[src/rtl/fsm_tri_tx.sv]
// Serial frame transmitter: "111" preamble, "0" delimiter, then the payload
// MSB-first with a 0 stuffed after every "11". A "111" run therefore only
// ever appears in the preamble. All outputs are registered.
`timescale 1ns/1ps
module fsm_tri_tx #(
    parameter int WIDTH = 8
) (
    input  logic             clk,
    input  logic             rst,
    input  logic [WIDTH-1:0] din,
    input  logic             din_valid,
    output logic             din_ready,
    output logic             dataout,
    output logic             tx_active,
    output logic             frame_done
);

    localparam int CW = $clog2(WIDTH + 1);

    typedef enum logic [2:0] {
        IDLE,
        PRE,
        DELIM,
        DATA,
        STUFF,
        GAP
    } state_t;

    state_t           state, state_nxt;
    logic [WIDTH-1:0] shreg, shreg_nxt;
    logic [CW-1:0]    bit_cnt, bit_cnt_nxt;
    logic [1:0]       pre_cnt, pre_cnt_nxt;
    logic [1:0]       ones_cnt, ones_cnt_nxt;
    logic             dataout_nxt;
    logic             din_ready_nxt;
    logic             tx_active_nxt;
    logic             frame_done_nxt;
    logic             accept;
    logic             sent_bit;

    assign accept   = din_valid & din_ready;
    assign sent_bit = shreg[WIDTH-1];

    // Next-state logic; bit_cnt counts consumed payload bits, so a stuff bit
    // after the last payload bit still finds bit_cnt == WIDTH and exits to GAP.
    always_comb begin
        state_nxt    = state;
        shreg_nxt    = shreg;
        bit_cnt_nxt  = bit_cnt;
        pre_cnt_nxt  = pre_cnt;
        ones_cnt_nxt = ones_cnt;
        case (state)
            IDLE, GAP: begin
                if (accept) begin
                    state_nxt    = PRE;
                    shreg_nxt    = din;
                    bit_cnt_nxt  = '0;
                    pre_cnt_nxt  = '0;
                    ones_cnt_nxt = '0;
                end else begin
                    state_nxt = IDLE;
                end
            end
            PRE: begin
                if (pre_cnt == 2'd2) begin
                    state_nxt   = DELIM;
                    pre_cnt_nxt = '0;
                end else begin
                    pre_cnt_nxt = pre_cnt + 2'd1;
                end
            end
            DELIM: begin
                state_nxt    = DATA;
                ones_cnt_nxt = '0;
                bit_cnt_nxt  = '0;
            end
            DATA: begin
                shreg_nxt    = {shreg[WIDTH-2:0], 1'b0};
                bit_cnt_nxt  = bit_cnt + CW'(1);
                ones_cnt_nxt = sent_bit ? ones_cnt + 2'd1 : 2'd0;
                if (sent_bit && (ones_cnt == 2'd1)) begin
                    state_nxt = STUFF;
                end else if (bit_cnt == CW'(WIDTH - 1)) begin
                    state_nxt = GAP;
                end else begin
                    state_nxt = DATA;
                end
            end
            STUFF: begin
                ones_cnt_nxt = '0;
                if (bit_cnt == CW'(WIDTH)) begin
                    state_nxt = GAP;
                end else begin
                    state_nxt = DATA;
                end
            end
            default: begin
                state_nxt = IDLE;
            end
        endcase
    end

    // Outputs are decoded from the state being entered so they can be registered
    always_comb begin
        dataout_nxt    = 1'b0;
        din_ready_nxt  = 1'b0;
        tx_active_nxt  = 1'b0;
        frame_done_nxt = 1'b0;
        case (state_nxt)
            IDLE: begin
                din_ready_nxt = 1'b1;
            end
            PRE: begin
                dataout_nxt   = 1'b1;
                tx_active_nxt = 1'b1;
            end
            DELIM, STUFF: begin
                tx_active_nxt = 1'b1;
            end
            DATA: begin
                dataout_nxt   = shreg_nxt[WIDTH-1];
                tx_active_nxt = 1'b1;
            end
            GAP: begin
                din_ready_nxt  = 1'b1;
                frame_done_nxt = 1'b1;
            end
            default: begin
                din_ready_nxt = 1'b1;
            end
        endcase
    end

    // State, datapath and output registers; reset abandons any frame in flight
    always_ff @(posedge clk or posedge rst) begin
        if (rst) begin
            state      <= IDLE;
            shreg      <= '0;
            bit_cnt    <= '0;
            pre_cnt    <= '0;
            ones_cnt   <= '0;
            dataout    <= 1'b0;
            din_ready  <= 1'b1;
            tx_active  <= 1'b0;
            frame_done <= 1'b0;
        end else begin
            state      <= state_nxt;
            shreg      <= shreg_nxt;
            bit_cnt    <= bit_cnt_nxt;
            pre_cnt    <= pre_cnt_nxt;
            ones_cnt   <= ones_cnt_nxt;
            dataout    <= dataout_nxt;
            din_ready  <= din_ready_nxt;
            tx_active  <= tx_active_nxt;
            frame_done <= frame_done_nxt;
        end
    end

endmodule

[config.mk]
export PLATFORM = sky130hd
export DESIGN_NAME = fsm_tri_tx
export DESIGN_NICKNAME = d
export VERILOG_FILES = /design/src/rtl/fsm_tri_tx.sv
export SDC_FILE = /design/constraint.sdc
export NUM_CORES = 1
export LEC_CHECK = 0
export CORE_AREA = 5 5 74 76
export DETAILED_ROUTE_END_ITERATION = 10
export DIE_AREA = 0 0 79 81
export GPL_TIMING_DRIVEN = 1
export RECOVER_POWER = 50
export SYNTH_ARGS = -nofsm -noshare
export SYNTH_HDL_FRONTEND = slang
export SYNTH_SLANG_ARGS = --single-unit
[constraint.sdc]
create_clock -name clk -period 1.8 [get_ports clk]
set_clock_uncertainty 0.1 [all_clocks]
set_input_delay 0.18 -clock clk [delete_from_list [all_inputs] [get_ports clk]]
set_output_delay 0.18 -clock clk [all_outputs]
set_load 0.1 [all_outputs]
## Yosys cells after proc, flatten, opt, wreduce, memory -nomap -nowiden

Cells that the tools add are included.

| storage, ports and cells | value |
|---|---|
| logic and storage cells | 61 |
| register bits after elaboration | 23 |

| operators by class | value |
|---|---|
| add/subtract/negate cells | 3 |
| reduce and logical (&&, ||, !) cells | 13 |
| bitwise operators | 1 |
| multiplexer cells | 19 |
| eq/ne operators | 15 |

Operator list:

| cell | count |
|---|---|
| 8-bit case mux with 2 select lines | 1 |
| 3-bit case mux with 5 select lines | 1 |
| 3-bit by 2-bit equality test with 1-bit output, second input constant | 4 |
| 3-bit equality test, second input constant | 4 |
| 3-bit two-way mux | 4 |
| 4-bit case mux with 3 select lines | 1 |
| 8-bit two-way mux | 1 |
| 2-bit AND reduction | 4 |
| 3-bit by 1-bit equality test with 1-bit output, second input constant | 2 |
| 2-bit two-way mux | 3 |
| 2-bit case mux with 3 select lines | 1 |
| 3-bit nonzero test | 2 |
| 2-bit by 1-bit adder with 2-bit output, second input constant | 2 |
| 4-bit by 1-bit adder with 4-bit output, second input constant | 1 |
| 4-bit by 3-bit equality test with 1-bit output, second input constant | 1 |
| 4-bit equality test, second input constant | 1 |
| 1-bit two-way mux | 4 |
| 4-bit two-way mux | 1 |
| 2-bit case mux with 2 select lines | 1 |
| 2-bit nonzero test | 2 |
| 2-bit OR reduction | 2 |
| 4-bit OR reduction | 1 |
| 3-bit zero test | 1 |
| 2-bit by 1-bit equality test with 1-bit output, second input constant | 1 |
| other kinds (5) | 5 |

## Logic depth before layout (Yosys ltp)

| depth | value |
|---|---|
| word-level depth | 7 |
| gate-level depth with buffers | 6 |

## Worst setup path after synthesis

OpenSTA, ideal clock, no wires.

| timing path | value |
|---|---|
| path type | register -> register |
| from | register din_ready |
| to | register dataout |
| period minus slack after synthesis | 1.927 ns |
| path slack | -0.127 ns |
| data required time | 1.572 ns |
| arrival | 1.699 ns |
| stages on the path, launching flop included | 6 |
| path through | dfstp_2 -> nand2_1 -> nor3_4 -> nor2_2 -> a221oi_2 -> a21oi_1 |

| between the ends | value |
|---|---|
| cells in the longest elaborated chain, start to end | 5 |
| elaborated cells on any way between the ends | 8 |
| classes of those cells | 2 x eq/ne; 5 x mux; 1 x bitwise |

RTL lines:

| what | line | source |
|---|---|---|
| from (decl) | 12 | `output logic din_ready,` |
| from (signal assigned) | 153 | `din_ready <= din_ready_nxt;` |
| 1-bit AND (*) | 41 | `assign accept = din_valid & din_ready;` |
| 1-bit two-way mux | 54 | `if (accept) begin` |
| 3-bit case mux with 5 select lines | 52 | `case (state)` |
| 3-bit by 2-bit equality test with 1-bit output or 3-bit by 1-bit equality test with 1-bit output (tied branches) | 109 | `case (state_nxt)` |
| 1-bit case mux with 2 select lines (*) | 109 |  |
| net dataout_nxt | 34 | `logic dataout_nxt;` |
| to (signal assigned) | 152 | `dataout <= dataout_nxt;` |
| to (decl) | 13 | `output logic dataout,` |

Mark *: on every way through the listed nets, which the timed path passes. The rest lies on a longest branch. The select of a mux whose other input is x is not followed.
A chain may end at the register's enable or synchronous reset.

## Worst setup path in the final report

| timing path | value |
|---|---|
| from | register bit_cnt[1] |
| to | register tx_active |

| between the ends | value |
|---|---|
| cells in the longest elaborated chain, start to end | 7 |
| elaborated cells on any way between the ends | 12 |
| classes of those cells | 6 x eq/ne; 5 x mux; 1 x reduce/logical |

RTL lines:

| what | line | source |
|---|---|---|
| from (decl) | 31 | `logic [CW-1:0] bit_cnt, bit_cnt_nxt;` |
| from (signal assigned) | 149 | `bit_cnt <= bit_cnt_nxt;` |
| 4-bit by 3-bit equality test with 1-bit output | 83 | `end else if (bit_cnt == CW'(WIDTH - 1)) begin` |
| 3-bit two-way mux | 83 |  |
| 3-bit two-way mux | 81 | `if (sent_bit && (ones_cnt == 2'd1)) begin` |
| 3-bit case mux with 5 select lines (*) | 52 |  |
| 3-bit by 2-bit equality test with 1-bit output (tied with other cells) | 109 |  |
| 4-bit OR reduction (no line) (*) | - |  |
| 1-bit two-way mux (*) | 109 |  |
| net tx_active_nxt | 36 | `logic tx_active_nxt;` |
| to (signal assigned) | 154 | `tx_active <= tx_active_nxt;` |
| to (decl) | 14 | `output logic tx_active,` |

Mark *: on every way through the listed nets, which the timed path passes. The rest lies on a longest branch.

==> flow_metrics.env <==
export IMPL_status="complete, no violations"
export IMPL_worstPathArrival_ns=1.74
export IMPL_grt_antenna_before_repair=0
export IMPL_ys_top_cells_by_area="dfrtp_1, nand2_1, a22oi_1"
export IMPL_worstPathRequired_ns=1.84
export IMPL_yosys_top_cells_count="nand2_1, dfrtp_1, o21ai_0, a22oi_1, inv_1"
export IMPL_num_antenna_cells=0
export IMPL_fin_nets=153
export IMPL_track_usage=0.0841
export IMPL_syn_area_per_cell_um2=9.80
export IMPL_dp_slack_ns=0.0104
export IMPL_crit_path_end_kind="flop"
export IMPL_cts_sinks=23
export IMPL_dr_pass1_iters=4
export IMPL_yosysMostFrequentCell="nand2_1"
export IMPL_postCtsHoldBufs=0
export IMPL_setup_tns_ns=0
export IMPL_drv_cap=0
export IMPL_netlist_area_mm2=0.00113
export IMPL_p_leak_nw=0.674
export IMPL_fillers=483
export IMPL_synth_cell_types=32
export IMPL_post_route_period_util=0.939
export IMPL_cts_htree_levels=1
export IMPL_cts_tree="built"
export IMPL_hpwlAfterDp_um=1790
export IMPL_fin_ws_ns=0.109
export IMPL_fin_worst_hold_slack_ns=0.217
export IMPL_synth_edf_count=0
export IMPL_drt_wirelength_per_cell_um=12.2
export IMPL_cts_root_buf="clkbuf_8"
export IMPL_slew_headroom=0.467
export IMPL_overflow=0
export IMPL_drive_gt1_frac=0.188
export IMPL_grt_pass1_wl_um=4180
export IMPL_numCtsBuffers=3
export IMPL_synth_fp_nets=129
export IMPL_grt_pass1_vias=878
export IMPL_drc=0
export IMPL_cp_max_fo=4
export IMPL_fp_row_count=25
export IMPL_syn_to_final_growth_pct=28.3
export IMPL_hold_class="input pin to async pin"
export IMPL_insertion_delay_ns=0.26
export IMPL_p_per_area_mw_per_mm2=1480
export IMPL_clk_pin_slew_ns=0.08
export IMPL_vias=869
export IMPL_synth_async_reset_ratio=1.00
export IMPL_fin_crit_ns=1.69
export IMPL_io_pins=15
export IMPL_yosys_area_top_type_share=0.488
export IMPL_slew_violations=0
export IMPL_initial_utilization=0.242
export IMPL_clock_fmax_mhz=591
export IMPL_grt_max_degree=15
export IMPL_multi_input_area_um2=513
export IMPL_detail_route_antenna_nets=0
export IMPL_setup_violations=0
export IMPL_wl_um=2340
export IMPL_yosysSeqAreaShare=0.512
export IMPL_design_core_area_mm2=0.00466
export IMPL_die_x_um=79
export IMPL_rsz0062_at_grt="true"
export IMPL_fp_dieH_um=81
export IMPL_dieArea_mm2=0.00640
export IMPL_critPathKind="flop to flop"
export IMPL_worstMarginPinSlew_ns=0.800
export IMPL_peakVddDrop_mv=0.408
export IMPL_post_drt_via_cell_ratio=4.53
export IMPL_ys_seq_elements=23
export IMPL_synth_area_leader_cell="dfrtp_1"
export IMPL_gp_congestion=0.778
export IMPL_clk_path_buf_depth=2
export IMPL_ys_flop_type="dfrtp_1"
export IMPL_cp_start_kind="flop"
export IMPL_seqCellArea_um2=581
export IMPL_drtIter0Drc=46
export IMPL_io_buffers=14
export IMPL_finalHoldViolCount=0
export IMPL_yosysWarnings=0
export IMPL_postSynthCellCount=115
-- area by class of cell --
class / instances / share of cell area
flip-flops and latches: 23 / 0.401
multi-input cells: 80 / 0.355
repair buffers: 24 / 0.148
well taps: 54 / 0.0467
clock buffers: 4 / 0.0311
inverters: 7 / 0.0182
-- placed cells by master, fill, tap and decap left out, types with 3 or more instances in the layout --
master            n
o21ai_0           8
nand3_1           4
dfrtp_1          22
clkbuf_8          3
nor2_1            4
inv_1             7
clkdlybuf4s50_1   9
nand2_1          27
nor2b_1           3
buf_4            12
a22oi_1           7
-- worst max-delay path: stages, from the launching register on --
cell     delay (ns)
dfrtp_1        0.40
ha_2           0.20
and4b_1        0.18
a31oi_2        0.17
o32a_1         0.28
xor2_2         0.15
nand3_1        0.08
-- final timing paths --
check | start | endpoint | slack, ns | cells after the start
worst max-delay path | bit_cnt[1]$_DFFE_PP0P_ | tx_active$_DFF_PP0_ | 0.11 | 6
worst max register to register | bit_cnt[1]$_DFFE_PP0P_ | tx_active$_DFF_PP0_ | 0.11 | 6
max in group asynchronous | rst | shreg[3]$_DFFE_PP0P_ | 0.35 | 3
min in group clk | shreg[2]$_DFFE_PP0P_ | shreg[2]$_DFFE_PP0P_ | 0.37 | 2
worst min-delay path | rst | state[0]$_DFF_PP0_ | 0.22 | 2
worst min register to register | shreg[2]$_DFFE_PP0P_ | shreg[2]$_DFFE_PP0P_ | 0.37 | 2
-- state kept, by name, indices dropped and copies added (netlist names), 2 cells and up --
signal / flops
bit_cnt: 4
ones_cnt: 2
pre_cnt: 2
shreg: 8
state: 3
-- kinds of logic (layout without fill, tap and decap cells) --
kind of cell | Yosys count | count (layout) | share of synthesized area
xor+xnor | 3 | 3 | 0.0300
compound gates | 24 | 24 | 0.156
flops | 23 | 23 | 0.512
fa+ha+maj | 3 | 3 | 0.0333
simple gates | 50 | 50 | 0.221
buf+inv | 12 | 35 | 0.0477
-- routing by layer --
metal	wire, um	vias up	track usage	share of wire
met1	1130	417	0.113	0.48
met2	1100	13	0.133	0.47
met5	0	-	0	0
met4	17	0	0.0258	0.0073
met3	99	2	0.0222	0.042
li1	-	437	-	-
-- through the flow --
stage          cells  instance area [um^2]   util  power, mW
2_1_floorplan    115                  1130      -       1.49
3_3_place_gp     187                  1380  0.296       1.79
3_5_place_dp     187                  1380  0.296       1.81
4_1_cts          191                  1430  0.307       2.15
5_1_grt          192                  1450  0.310       2.30
6_report         192                  1450  0.310       2.14
-- where the power goes --
group / internal, mW / switching (mW)
sequential: 0.658 / 0.145
combinational: 0.403 / 0.619
clock: 0.158 / 0.161
-- what timing repair did --
action	4_1_cts	5_1_grt
endpoints found under the hold margin	0	0
endpoints found under the setup margin	1	6
pin swaps	1	4
buffers inserted	0	1
gates resized for setup	1	2
Note: power is estimated with default switching activity, not from simulation.
